===== src/rtl/dmem_arbiter.sv =====
// Two-port round-robin arbiter/sequencer for a single-port 1K x 32 data memory; DMEM_ARB_FIXED_PRIO_EN selects fixed priority to port 1.
// Latency: handshake in T, memory access in T+1, registered rsp pulse in T+2; one access per 2 cycles sustained.
// Backpressure: reqN_ready is high only for the IDLE-cycle winner; requests wait (or may be withdrawn) until then.
module dmem_arbiter #(
  parameter int ADDR_W = 10,
  parameter int DATA_W = 32
) (
  input  logic              clk,
  input  logic              rst_n,
  input  logic              req0_valid,
  output logic              req0_ready,
  input  logic              req0_we,
  input  logic [ADDR_W-1:0] req0_addr,
  input  logic [DATA_W-1:0] req0_wdata,
  output logic              rsp0_valid,
  output logic [DATA_W-1:0] rsp0_rdata,
  input  logic              req1_valid,
  output logic              req1_ready,
  input  logic              req1_we,
  input  logic [ADDR_W-1:0] req1_addr,
  input  logic [DATA_W-1:0] req1_wdata,
  output logic              rsp1_valid,
  output logic [DATA_W-1:0] rsp1_rdata,
  output logic [ADDR_W-1:0] mem_addrs,
  output logic              mem_read,
  output logic              mem_write,
  output logic [DATA_W-1:0] write_data,
  input  logic [DATA_W-1:0] read_data,
  output logic              busy
);

  typedef enum logic {S_IDLE, S_ACCESS} state_t;

  state_t              r_state;
  state_t              w_next_state;
  logic [ADDR_W-1:0]   r_addr;
  logic                r_we;
  logic [DATA_W-1:0]   r_wdata;
  logic                r_gnt;
  logic                r_last;
  logic                r_rsp0_valid;
  logic                r_rsp1_valid;
  logic [DATA_W-1:0]   r_rsp0_rdata;
  logic [DATA_W-1:0]   r_rsp1_rdata;

  logic                w_win;
  logic                w_hs;
  logic                w_rdy0;
  logic                w_rdy1;
  logic                w_mem_read;
  logic                w_mem_write;

  // Winner when both are valid; a lone requester always wins.
`ifdef DMEM_ARB_FIXED_PRIO_EN
  assign w_win = req1_valid;
`else
  assign w_win = (req0_valid && req1_valid) ? ~r_last : req1_valid;
`endif

  always_comb begin
    w_next_state = r_state;
    w_hs         = 1'b0;
    w_rdy0       = 1'b0;
    w_rdy1       = 1'b0;
    w_mem_read   = 1'b0;
    w_mem_write  = 1'b0;
    case (r_state)
      S_IDLE: begin
        if (rst_n && (req0_valid || req1_valid)) begin
          w_hs         = 1'b1;
          w_rdy0       = ~w_win;
          w_rdy1       = w_win;
          w_next_state = S_ACCESS;
        end
      end
      S_ACCESS: begin
        // Reset low during the access suppresses the memory strobe so no write commits.
        w_mem_read   = rst_n & ~r_we;
        w_mem_write  = rst_n & r_we;
        w_next_state = S_IDLE;
      end
      default: w_next_state = S_IDLE;
    endcase
  end

  always_ff @(posedge clk) begin
    if (!rst_n) begin
      r_state      <= S_IDLE;
      r_addr       <= '0;
      r_we         <= 1'b0;
      r_wdata      <= '0;
      r_gnt        <= 1'b0;
      r_last       <= 1'b1;
      r_rsp0_valid <= 1'b0;
      r_rsp1_valid <= 1'b0;
      r_rsp0_rdata <= '0;
      r_rsp1_rdata <= '0;
    end else begin
      r_state      <= w_next_state;
      r_rsp0_valid <= 1'b0;
      r_rsp1_valid <= 1'b0;
      if (w_hs) begin
        r_addr  <= w_win ? req1_addr  : req0_addr;
        r_we    <= w_win ? req1_we    : req0_we;
        r_wdata <= w_win ? req1_wdata : req0_wdata;
        r_gnt   <= w_win;
        r_last  <= w_win;
      end
      if (r_state == S_ACCESS) begin
        if (r_gnt) begin
          r_rsp1_valid <= 1'b1;
          if (!r_we) r_rsp1_rdata <= read_data;
        end else begin
          r_rsp0_valid <= 1'b1;
          if (!r_we) r_rsp0_rdata <= read_data;
        end
      end
    end
  end

  assign req0_ready = w_rdy0;
  assign req1_ready = w_rdy1;
  assign rsp0_valid = r_rsp0_valid;
  assign rsp1_valid = r_rsp1_valid;
  assign rsp0_rdata = r_rsp0_rdata;
  assign rsp1_rdata = r_rsp1_rdata;
  assign mem_addrs  = r_addr;
  assign write_data = r_wdata;
  assign mem_read   = w_mem_read;
  assign mem_write  = w_mem_write;
  assign busy       = (r_state == S_ACCESS);

endmodule


===== config.mk =====
export PLATFORM = sky130hd
export DESIGN_NAME = dmem_arbiter
export DESIGN_NICKNAME = d
export VERILOG_FILES = /design/src/rtl/dmem_arbiter.sv
export SDC_FILE = /design/constraint.sdc
export NUM_CORES = 1
export LEC_CHECK = 0
export CAP_MARGIN = 40
export CORE_AREA = 5 5 113 115
export CTS_BUF_LIST = sky130_fd_sc_hd__clkbuf_16
export DETAILED_ROUTE_END_ITERATION = 8
export DIE_AREA = 0 0 118 120
export GPL_ROUTABILITY_DRIVEN = 1
export PLACE_DENSITY = 0.88
export SLEW_MARGIN = 5
export SYNTH_ARGS = -nofsm -noshare
export SYNTH_HDL_FRONTEND = slang
export SYNTH_SLANG_ARGS = --single-unit

===== constraint.sdc =====
create_clock -name clk -period 1.4 [get_ports clk]
set_input_delay 0.28 -clock clk [delete_from_list [all_inputs] [get_ports clk]]
set_output_delay 0.28 -clock clk [all_outputs]
set_load 0.02 [all_outputs]

* Yosys cells after proc, flatten, opt, wreduce, memory -nomap -nowiden
Cells that the tools add are included.
** Word-level totals
- Register bits after elaboration :: 112
- Output and inout bits :: 113
** Operators by class
- Mux-type cells :: 15
- Bitwise logic cells :: 7
- Reductions and logical operators :: 6
** Operator list (count)
- $mux W32 :: 1
- $mux W1 :: 12
- $mux W10 :: 1
- $reduce_and A3 Y1 :: 2
- $not A1 Y1 :: 5
- $and A1 B1 Y1 :: 2
- $logic_and A1 B1 Y1 :: 2
- $pmux W1 S2 :: 1
- $reduce_and A2 Y1 :: 1
- $logic_or A1 B1 Y1 :: 1

* Logic depth before layout (Yosys ltp)
Gate-level depths: netlist of the first run.
- Depth after elaboration :: 5
- Depth in mapped cells :: 7
- Depth with buffers taken out :: 3

* Worst setup path before layout of the first run
Ideal clock, no wire load.
- Path type :: reg2reg
- From :: reg r_state (netlist: busy)
- To :: reg r_last
- Setup time :: 123 ps
- Arrival time :: 1350 ps
- Required time :: 1277 ps
- Setup slack :: -73 ps
- Stages on the path, launching flop included :: 6
- Path buffers :: 2
- Path through :: dfxtp_1 and2b_1 buf_4 buf_6 and2_1 nand3b_1
** Between the ends
- Cells in the longest elaborated chain, start to end :: 1
** RTL lines
- from (decl) :: line 34 : state_t r_state;
- from (signal assigned) :: line 99 : r_state <= w_next_state;
- $mux W1 :: line 67 : case (r_state)
- to (signal assigned) :: line 107 : r_last <= w_win;
- to (decl) :: line 40 : logic r_last;
No other way between the ends.
A chain may end at the register's enable or synchronous reset.

* Worst setup path after layout of the first run
- From :: reg r_state (netlist: busy)
- To :: out req0_ready
** Between the ends
- Cells in the longest elaborated chain, start to end :: 1
** RTL lines
- $mux W1 :: line 67
- to (decl) :: line 11 : output logic req0_ready,
No other way between the ends.

==> results of run 1 <==
-- worst min-delay path, cell delays in order (launching register included) --
cell and delay (ns):
dfxtp_1 0.31, nand2_1 0.05, a21oi_1 0.05
-- synthesized netlist by cell type, types with 3 or more instances --
| cell type | number | area share |
|---|---|---|
| a21oi_1 | 64 | 0.072 |
| nor2_1 | 3 | 0.0025 |
| nand2_1 | 129 | 0.11 |
| o21ai_0 | 38 | 0.043 |
| o21ai_1 | 6 | 0.0068 |
| a31oi_1 | 43 | 0.061 |
| nand3_1 | 44 | 0.050 |
| dfxtp_1 | 112 | 0.51 |
| nand4_1 | 43 | 0.061 |
| buf_4 | 4 | 0.0068 |
| clkbuf_2 | 6 | 0.0068 |
| clkbuf_1 | 27 | 0.023 |
| buf_2 | 20 | 0.023 |
-- cells by family (layout without fill, tap and decap cells) --
kind of cell / Yosys count / count (layout) / share of synthesized area
AND/OR/NAND/NOR: 231 / 231 / 0.243
AO/OA/AOI/OAI: 153 / 153 / 0.187
flip-flops: 112 / 112 / 0.505
buffers and inverters: 61 / 282 / 0.0640
-- flip-flops by register name (all words and copies together) (netlist names) --
register and cells:
r_last 1, rsp1_rdata 32, rsp0_valid 1, rsp0_rdata 32, mem_addrs 10, busy 1
r_gnt 1, r_we 1, write_data 32, rsp1_valid 1
-- how the worst max path moves through the flow --
stage / slack, ns / cells past startpoint / endpoint / from
2_1_floorplan: 0.04 / 5 / r_last / busy
3_3_place_gp: -0.61 / 4 / req1_ready / req1_valid
3_5_place_dp: -0.64 / 4 / req1_ready / req1_valid
4_1_cts: -0.18 / 5 / req0_ready / busy
5_1_grt: -0.20 / 5 / req0_ready / busy
6_report: -0.16 / 5 / req0_ready / busy
-- power breakdown --
group	switching, mW	total [mW]	internal [mW]
combinational	0.802	1.52	0.719
clock	1.18	2.57	1.39
sequential	0.0755	3.43	3.35
-- per-layer routing --
layer | vias to the layer above | share of wire | global-route usage
met1 | 2309 | 0.38 | 0.233
met3 | 33 | 0.10 | 0.0716
met5 | - | 0 | 0
met4 | 0 | 0.021 | 0.0731
li1 | 2398 | - | -
met2 | 244 | 0.50 | 0.363
-- layout make-up --
type                       count  area (µm²)
clock inverter                 7        70.1
tap                          147         184
timing repair buffer         264        2570
multi-input combinational    384        1950
fill                        1068        4460
inverter                       2        8.76
clock buffer                   9         225
sequential                   112        2240
-- what timing repair did --
| action | CTS | global route |
|---|---|---|
| resized for setup | 142 | 9 |
| setup endpoints to repair | 155 | 63 |
| setup buffers | 2 | 2 |
| pin swaps | 0 | 1 |
| cloned | 0 | 2 |
==> summary.md, run 1 <==
| Metric | Value |
|---|---|
| Longest Clk Path Bufs | 2 |
| I/O Buffers | 234 |
| Gr usage total | 0.207 |
| Number of global-route vias before repair | 4810 |
| Total congestion overflow | 0 |
| Chip height | 120 µm |
| Worst path buffer plus inverter count | 3 |
| Root Driver | clkbuf_16 |
| CP Class | reg2out |
| Synthesis-to-finish area growth | 63.4% |
| Initial Utilization | 0.379 |
| R2R setup slack | -0.01 ns |
| Worst EP required | 1.12 ns |
| Sum Neg Setup Slack | -0.335 ns |
| Unrepaired setup endpoints after global routing | true |
| Worst skew pair latency | roughly 0.34 ns |
| Final Hold Fails | 0 |
| Most common cell after layout, fill and taps aside | nand2_1 |
| Syn avg cell area | between 7 and 8 µm² |
| First-pass GRT wire length | roughly 24000 µm |
| CTS clk-pin slew, worst paths | ~0.08 ns |
| Finished Core Util | 0.619 |
| Detailed placer's ending HPWL | around 11000 µm |
| Crit path launch type | flop |
| Row count | 40 |
| Reg2Reg Capture Point | write_data[22] |
| Ys async rst share | 0 |
| Fin crit share | 1.12 |
| Setup ws final | -0.165 ns |
| DRC Markers | 0 |
| R2R depth | 4 |
| PD cells | 1040 mW/mm² |
| Diodes inserted | 0 |
| Die area | about 0.014 mm² |
| Reg-to-Reg Start | busy |
| Hold buffers post-CTS | 0 |
| Status | finished, violations left |
| DR vias/cell | 5.39 |
| Delay-heaviest family, CP | flip-flops |
| CTS HTree Levels | 3 |
| Synthesized netlist cell count | 557 |
| Via count | roughly 5000 |
| Clk sink count | 112 |
| Setup Skew | ~0.009 ns |
| DRT iter0 DRCs | 345 |
| Placed inst area | roughly 0.0070 mm² |
| Mapped Area | 0.00444 mm² |
| Hold Path Class | reg2reg |
| Highest clock rate | around 640 MHz |
| Total CTS buffers | 9 |
| Routed WL per cell | roughly 17 µm |
| Total of max-cap violations | 0 |
| Hold WS | approximately 0.45 ns |
| Seq/Total Area, Yosys | 0.505 |
| Hold Path Depth | 2 |
| Actual transition at the worst max-transition pin | between 0.5 and 0.6 ns |
| Synth Net Count | just under 700 |
| Minimum clock period | 1.56 ns |
| EDFF count, synth | 0 |
| Slew Limit Fails | 0 |
| Crit Path Max Fanout | 3 |
| Synth Register Bits | between 100 and 150 |
| Crit. End Element | output pin |
| Main synth FF type | dfxtp_1 |
| DP Cell Count | 904 |
| Routed Antenna Nets | 0 |
| Pre-CTS setup slack | -0.636 ns |
| Nets | 895 |
| Critical Path AT | roughly 1.3 ns |
| Area of the core | between 0.01 and 0.015 mm² |
| Count of final setup violators | 5 |
| Violated checks | negative setup slack |
| Largest net degree at the start of global routing | between 70 and 80 |
| DRT Pass-1 Iters | 5 |
| CP peak stage delay | 0.34 ns |
| Peak supply drop | 0.701 mV |
| GP Congestion | ~0.79 |
| Synth cell types | 28 |
| Total Power | 7.52 mW |
| Worst path slowest cell | dfxtp_2 |
| # IOs | 235 |
| CTS tree | yes |
| Leak | between 3 and 4 nW |
| Most used cell, CP | buf_6 |
| Final WL | 15700 µm |
| Commonest non-fill, non-tap cells in the layout | 129 x nand2_1, 118 x clkdlybuf4s50_1, 111 x dfxtp_1, 109 x dlygate4sd2_1, 64 x a21oi_1 |
| Die X | ~120 µm |
| Post-route cell area | about 0.0072 mm² |
| Hold path start | rsp0_rdata[30] |
| Share of post-route cells with drive strength above 1 | 0.0797 |
| Worst Hold End | rsp0_rdata[30] |
| Antenna violations before repair | 0 |
| Critical path, cell by cell | and2b_2 > buf_6 > nand3_4 > inv_2 > buf_6 |
| Fin cells | 925 |
| Relative slew slack | 0.652 |
| Yosys warns | 0 |
Note: power is estimated with default switching activity, not from simulation.
==> inputs of run 2 (changes only) <==
--- a/config.mk
+++ b/config.mk
@@ -12,6 +12,7 @@
 export DIE_AREA = 0 0 118 120
 export GPL_ROUTABILITY_DRIVEN = 1
 export PLACE_DENSITY = 0.88
+export SKIP_LAST_GASP = 1
 export SLEW_MARGIN = 5
 export SYNTH_ARGS = -nofsm -noshare
 export SYNTH_HDL_FRONTEND = slang
==> run 2 against run 1 <==
Effect of this change:
- the flow still finishes with violations (negative setup slack)
- sequential share of layout area is essentially flat
- via count shrank 0.50%
- maximum frequency rose by 0.63%
- clock skew shrank 0.00086 ns
- final cell count fell by 0.11%
- first-iteration DRC count up 1.4%
- total power is 0.18% lower
==> summary.md, run 2 (synthesis gave the netlist of run 1 again) <==
| Metric | Value |
|---|---|
| Die area | ~0.014 mm² |
| Stages on worst setup path | 5 |
| R2R depth | 4 |
| Count of final setup violators | 5 |
| Gr usage total | 0.207 |
| Hold Path Class | in2reg |
| Status | finished, violations left |
| Largest net degree at the start of global routing | between 70 and 80 |
| Fin cells | around 920 |
| I/O Buffers | around 230 |
| Slew Limit Fails | 0 |
| CTS HTree Levels | 3 |
| Detailed placer's ending HPWL | approximately 11000 µm |
| Relative slew slack | 0.651 |
| Leak | between 3 and 4 nW |
| Row count | 40 |
| Worst Setup SP | busy |
| Crit path launch type | flop |
| Number of global-route vias before repair | between 4000 and 5000 |
| Worst path buffer plus inverter count | 3 |
| Initial Utilization | 0.379 |
| Root Driver | clkbuf_16 |
| DRT iter0 DRCs | 350 |
| CTS clk-pin slew, worst paths | ~0.08 ns |
| First-pass GRT wire length | around 24000 µm |
| Filler cells | between 1000 and 1500 |
| Minimum clock period | about 1.6 ns |
| Commonest non-fill, non-tap cells in the layout | 129 x nand2_1, 118 x clkdlybuf4s50_1, 111 x dfxtp_1, 109 x dlygate4sd2_1, 64 x a21oi_1 |
| Longest Clk Path Bufs | 2 |
| R2R setup slack | 0 ns |
| CTS tree | yes |
| Worst skew pair latency | 0.33 ns |
| Setup ws final | -0.155 ns |
| Worst path slowest cell | dfxtp_2 |
| Setup Skew | 0.00800 ns |
| Routed Antenna Nets | 0 |
| Critical path, cell by cell | and2b_2 > buf_6 > nand3_4 > inv_2 > buf_6 |
| Chip height | between 100 and 150 µm |
| Total congestion overflow | 0 |
| Fin crit share | 1.11 |
| Critical Path AT | about 1.3 ns |
| Peak supply drop | between 0.6 and 0.7 mV |
| Most used cell, CP | buf_6 |
| DRT Pass-1 Iters | 5 |
| Antenna violations before repair | 0 |
| CP Class | reg2out |
| Die X | ~120 µm |
| Total of max-cap violations | 0 |
| Routed WL per cell | 16.9 µm |
| Actual transition at the worst max-transition pin | 0.524 ns |
| Violated checks | negative setup slack |
| Most common cell after layout, fill and taps aside | nand2_1 |
| Share of post-route cells with drive strength above 1 | 0.0785 |
| DR vias/cell | ~5.4 |
| Worst Setup EP | req0_ready |
| # IOs | 235 |
| Reg2Reg Capture Point | write_data[22] |
| Clk sink count | between 100 and 150 |
| GP Congestion | 0.785 |
| Diodes inserted | 0 |
| Worst EP required | 1.12 ns |
| Via count | between 4000 and 5000 |
| CP peak stage delay | ~0.34 ns |
| PD cells | approximately 1000 mW/mm² |
| Synthesis-to-finish area growth | 63.3% |
| DRC Markers | 0 |
| Delay-heaviest family, CP | flip-flops |
| DP Cell Count | ~900 |
| Crit Path Max Fanout | 3 |
| Nets | approximately 890 |
| Final WL | ~16000 µm |
| Total Power | 7.51 mW |
| Total CTS buffers | 9 |
| Sum Neg Setup Slack | -0.313 ns |
| Crit. End Element | output pin |
| Reg-to-Reg Start | busy |
| Area of the core | approximately 0.012 mm² |
| Highest clock rate | between 600 and 700 MHz |
| Hold buffers post-CTS | 0 |
| Final Hold Fails | 0 |
| Unrepaired setup endpoints after global routing | true |
==> run 2: cell types whose count changed in the layout (fill, tap and decap cells not counted), sizes merged <==
| cell | before | now |
|---|---|---|
| buf | 35 | 33 |
| clkdlybuf4s15 | 0 | 1 |
==> run 2: power breakdown <==
| group | internal [mW] | switching (mW) | total, mW |
|---|---|---|---|
| sequential | 3.35 | 0.0748 | 3.43 |
| combinational | 0.718 | 0.799 | 1.52 |
| clock | 1.39 | 1.17 | 2.56 |
| total | 5.46 | 2.04 | 7.51 |
==> run 2: worst register-to-register path: cells and delay by family, from the launching register on <==
kind | cells | cell delay (ns)
simple gates | 2 | 0.44
flops | 1 | 0.33
buf+inv | 1 | 0.34
compound gates | 1 | 0.21
==> run 2: layer usage <==
| metal | wire, µm | GRT usage | part of all wire |
|---|---|---|---|
| met4 | 319 | 0.0731 | 0.020 |
| met1 | 5960 | 0.233 | 0.38 |
| met3 | 1560 | 0.0716 | 0.10 |
| met5 | 0 | 0 | 0 |
| met2 | 7760 | 0.363 | 0.50 |
==> run 2: worst min path at each step <==
| stage | startpoint | endpoint | slack (ns) | cells after the start |
|---|---|---|---|---|
| global route | req0_valid | r_gnt | 0.44 | 4 |
| detailed placement | rsp0_rdata[30] | rsp0_rdata[30] | 0.45 | 2 |
| finish | req0_valid | r_gnt | 0.44 | 4 |
| global placement | rsp0_rdata[24] | rsp0_rdata[24] | 0.44 | 2 |
| CTS | req0_valid | r_gnt | 0.43 | 4 |
| floorplan | read_data[0] | rsp0_rdata[0] | 0.42 | 2 |
==> run 2: metrics by stage <==
step | setup slack [ns] | cell area, µm² | util | hold WS (ns)
2_1_floorplan | 0.0387 | 4440 | - | 0.416
3_3_place_gp | -0.609 | 6990 | 0.597 | 0.441
3_5_place_dp | -0.636 | 6990 | 0.597 | 0.446
4_1_cts | -0.196 | 7190 | 0.614 | 0.426
5_1_grt | -0.194 | 7250 | 0.619 | 0.438
6_report | -0.155 | 7250 | 0.619 | 0.437
==> run 2: area by class of cell <==
type,instances,area [µm²],share of cell area
multi-input combinational,384,1950,0.269
tap,147,184,0.0254
inverter,2,8.76,0.00121
timing repair buffer,263,2560,0.354
sequential,112,2240,0.310
clock buffer,9,225,0.0311
clock inverter,7,70.1,0.00967
==> run 2: timing repair <==
action | CTS | global route
resized for setup | 141 | 9
cloned | 0 | 2
setup endpoints to repair | 155 | 63
setup buffers | 2 | 1
pin swaps | 0 | 1
==> inputs of run 3 (changes only) <==
--- a/config.mk
+++ b/config.mk
@@ -11,6 +11,7 @@
 export DETAILED_ROUTE_END_ITERATION = 8
 export DIE_AREA = 0 0 118 120
 export GPL_ROUTABILITY_DRIVEN = 1
+export MAX_ROUTING_LAYER = met4
 export PLACE_DENSITY = 0.88
 export SKIP_LAST_GASP = 1
 export SLEW_MARGIN = 5
==> run 3 against run 2 <==
Effect of this change:
- the run still ends with negative setup slack left
- clock power hardly changed
- core utilization stayed put
- clock-buffer cell count stayed put
- highest routed layer unchanged
- wire length is 0.25% higher
- critical path type unchanged
- final cell count stayed put
- maximum frequency is 0.31% lower
- sequential share of layout area stayed put
==> summary.md, run 3 (synthesis gave the netlist of run 1 again) <==
| Metric | Value |
|---|---|
| DRT Pass-1 Iters | 5 |
| Fin cells | around 920 |
| CP Class | reg2out |
| Minimum clock period | 1.56 ns |
| CTS clk-pin slew, worst paths | roughly 0.080 ns |
| Number of global-route vias before repair | ~4800 |
| Initial Utilization | 0.379 |
| Total Power | ~7.5 mW |
| Worst skew pair latency | between 0.3 and 0.4 ns |
| I/O Buffers | around 230 |
| Most common cell after layout, fill and taps aside | nand2_1 |
| Nets | around 900 |
| Count of final setup violators | 5 |
| Worst EP required | roughly 1.1 ns |
| Gr usage total | 0.214 |
| Unrepaired setup endpoints after global routing | true |
| # IOs | 235 |
| Total congestion overflow | 0 |
| FF/Latch Area | between 0.002 and 0.0025 mm² |
| Clk sink count | around 110 |
| Status | finished, violations left |
| Switching pwr | ~2.1 mW |
| Largest net degree at the start of global routing | 74 |
| Leak | slightly above 3 nW |
| Share of post-route cells with drive strength above 1 | 0.0785 |
| Final Hold Fails | 0 |
| Final WL | about 16000 µm |
| CTS tree | yes |
| Hold Path Class | in2reg |
| Slew Limit Fails | 0 |
| Sw Ratio | 0.273 |
| Clock share of power | 0.342 |
| Setup ws final | -0.160 ns |
| R2R depth | 4 |
| Critical Path AT | between 1 and 1.5 ns |
| Highest clock rate | 641 MHz |
| Hold path start | req0_valid |
| Seq pwr share | 0.456 |
| DRT iter0 DRCs | 355 |
| Diodes inserted | 0 |
| R2R setup slack | 0 ns |
| Violated checks | negative setup slack |
| Routed WL per cell | around 17 µm |
| Setup Skew | 0.0102 ns |
| Fin crit share | 1.11 |
| Peak supply drop | around 0.7 mV |
| Crit path launch type | flop |
| DP Cell Count | roughly 900 |
| Finished Core Util | 0.619 |
| Detailed placer's ending HPWL | between 10000 and 15000 µm |
| Actual transition at the worst max-transition pin | roughly 0.51 ns |
| Hold Path Depth | 4 |
| Commonest non-fill, non-tap cells in the layout | 129 x nand2_1, 118 x clkdlybuf4s50_1, 111 x dfxtp_1, 109 x dlygate4sd2_1, 64 x a21oi_1 |
| Root Driver | clkbuf_16 |
| Total CTS buffers | 9 |
| Via count | ~5000 |
| PD cells | around 1000 mW/mm² |
| Die X | 118 µm |
| Worst Hold End | r_gnt |
| Synthesis-to-finish area growth | 63.3% |
| DR vias/cell | roughly 5.4 |
| CTS HTree Levels | 3 |
| Total of max-cap violations | 0 |
| GP Congestion | roughly 0.8 |
| Footprint of the multi-input gates | between 0.0015 and 0.002 mm² |
| Relative slew slack | 0.657 |
| Row count | 40 |
| Routed Antenna Nets | 0 |
| Filler cells | approximately 1100 |
| Antenna violations before repair | 0 |
| Crit. End Element | output pin |
| Reg2Reg Capture Point | write_data[22] |
| Area of the core | about 0.012 mm² |
| Comb pwr share | 0.202 |
| Chip height | between 100 and 150 µm |
| Sum Neg Setup Slack | -0.338 ns |
| DRC Markers | 0 |
| First-pass GRT wire length | ~24000 µm |
| Reg-to-Reg Start | busy |
| Longest Clk Path Bufs | 2 |
| Die area | between 0.01 and 0.015 mm² |
| Crit Path Max Fanout | 3 |
| Pint | 5.46 mW |
==> run 3: worst max-delay path by stage <==
stage,slack [ns],endpoint,cells after the start,startpoint
after floorplan,0.04,r_last,5,busy
after global placement,-0.61,req1_ready,4,req1_valid
after detailed placement,-0.64,req1_ready,4,req1_valid
after CTS,-0.20,req1_ready,4,req1_valid
after global routing,-0.19,req0_ready,5,busy
final,-0.16,req0_ready,5,busy
==> run 3: power by group through the flow <==
stage	Combinational (mW)	Clock [mW]	Sequential (mW)
after floorplan	0.492	0	3.70
after global placement	1.56	0	3.50
after detailed placement	1.58	0	3.51
after CTS	1.49	2.63	3.43
after global routing	1.63	2.75	3.45
final	1.52	2.57	3.43
==> run 3: cell type report <==
cell class | instances | share of cell area
clock inverter | 7 | 0.00967
tap | 147 | 0.0254
sequential | 112 | 0.310
timing repair buffer | 263 | 0.354
multi-input combinational | 384 | 0.269
clock buffer | 9 | 0.0311
inverter | 2 | 0.00121
==> run 3: timing repair <==
item,4_1_cts,5_1_grt
resized for setup,141,9
endpoints found under the setup margin,155,66
cloned,0,2
pin swaps,0,1
buffers inserted,2,1
hold buffers,0,0
==> run 3: worst max-delay path, cell delays in order (launching register included) <==
cell	delay, ns
dfxtp_2	0.34
and2b_2	0.25
buf_6	0.13
nand3_4	0.07
inv_2	0.04
buf_6	0.12
==> run 3: per-layer routing <==
| metal | track usage | vias to the layer above | part of all wire |
|---|---|---|---|
| li1 | - | 2398 | - |
| met2 | 0.364 | 232 | 0.50 |
| met4 | 0.0703 | 0 | 0.019 |
| met5 | - | - | 0 |
| met1 | 0.249 | 2326 | 0.40 |
| met3 | 0.0509 | 27 | 0.086 |
==> run 3: through the flow <==
stage                     area (µm²)  hold slack [ns]  worst slack [ns]
after detailed placement        6990            0.446            -0.636
after CTS                       7190            0.426            -0.196
after floorplan                 4440            0.416            0.0387
after global placement          6990            0.441            -0.609
final                           7250            0.430            -0.160
after global routing            7250            0.438            -0.195
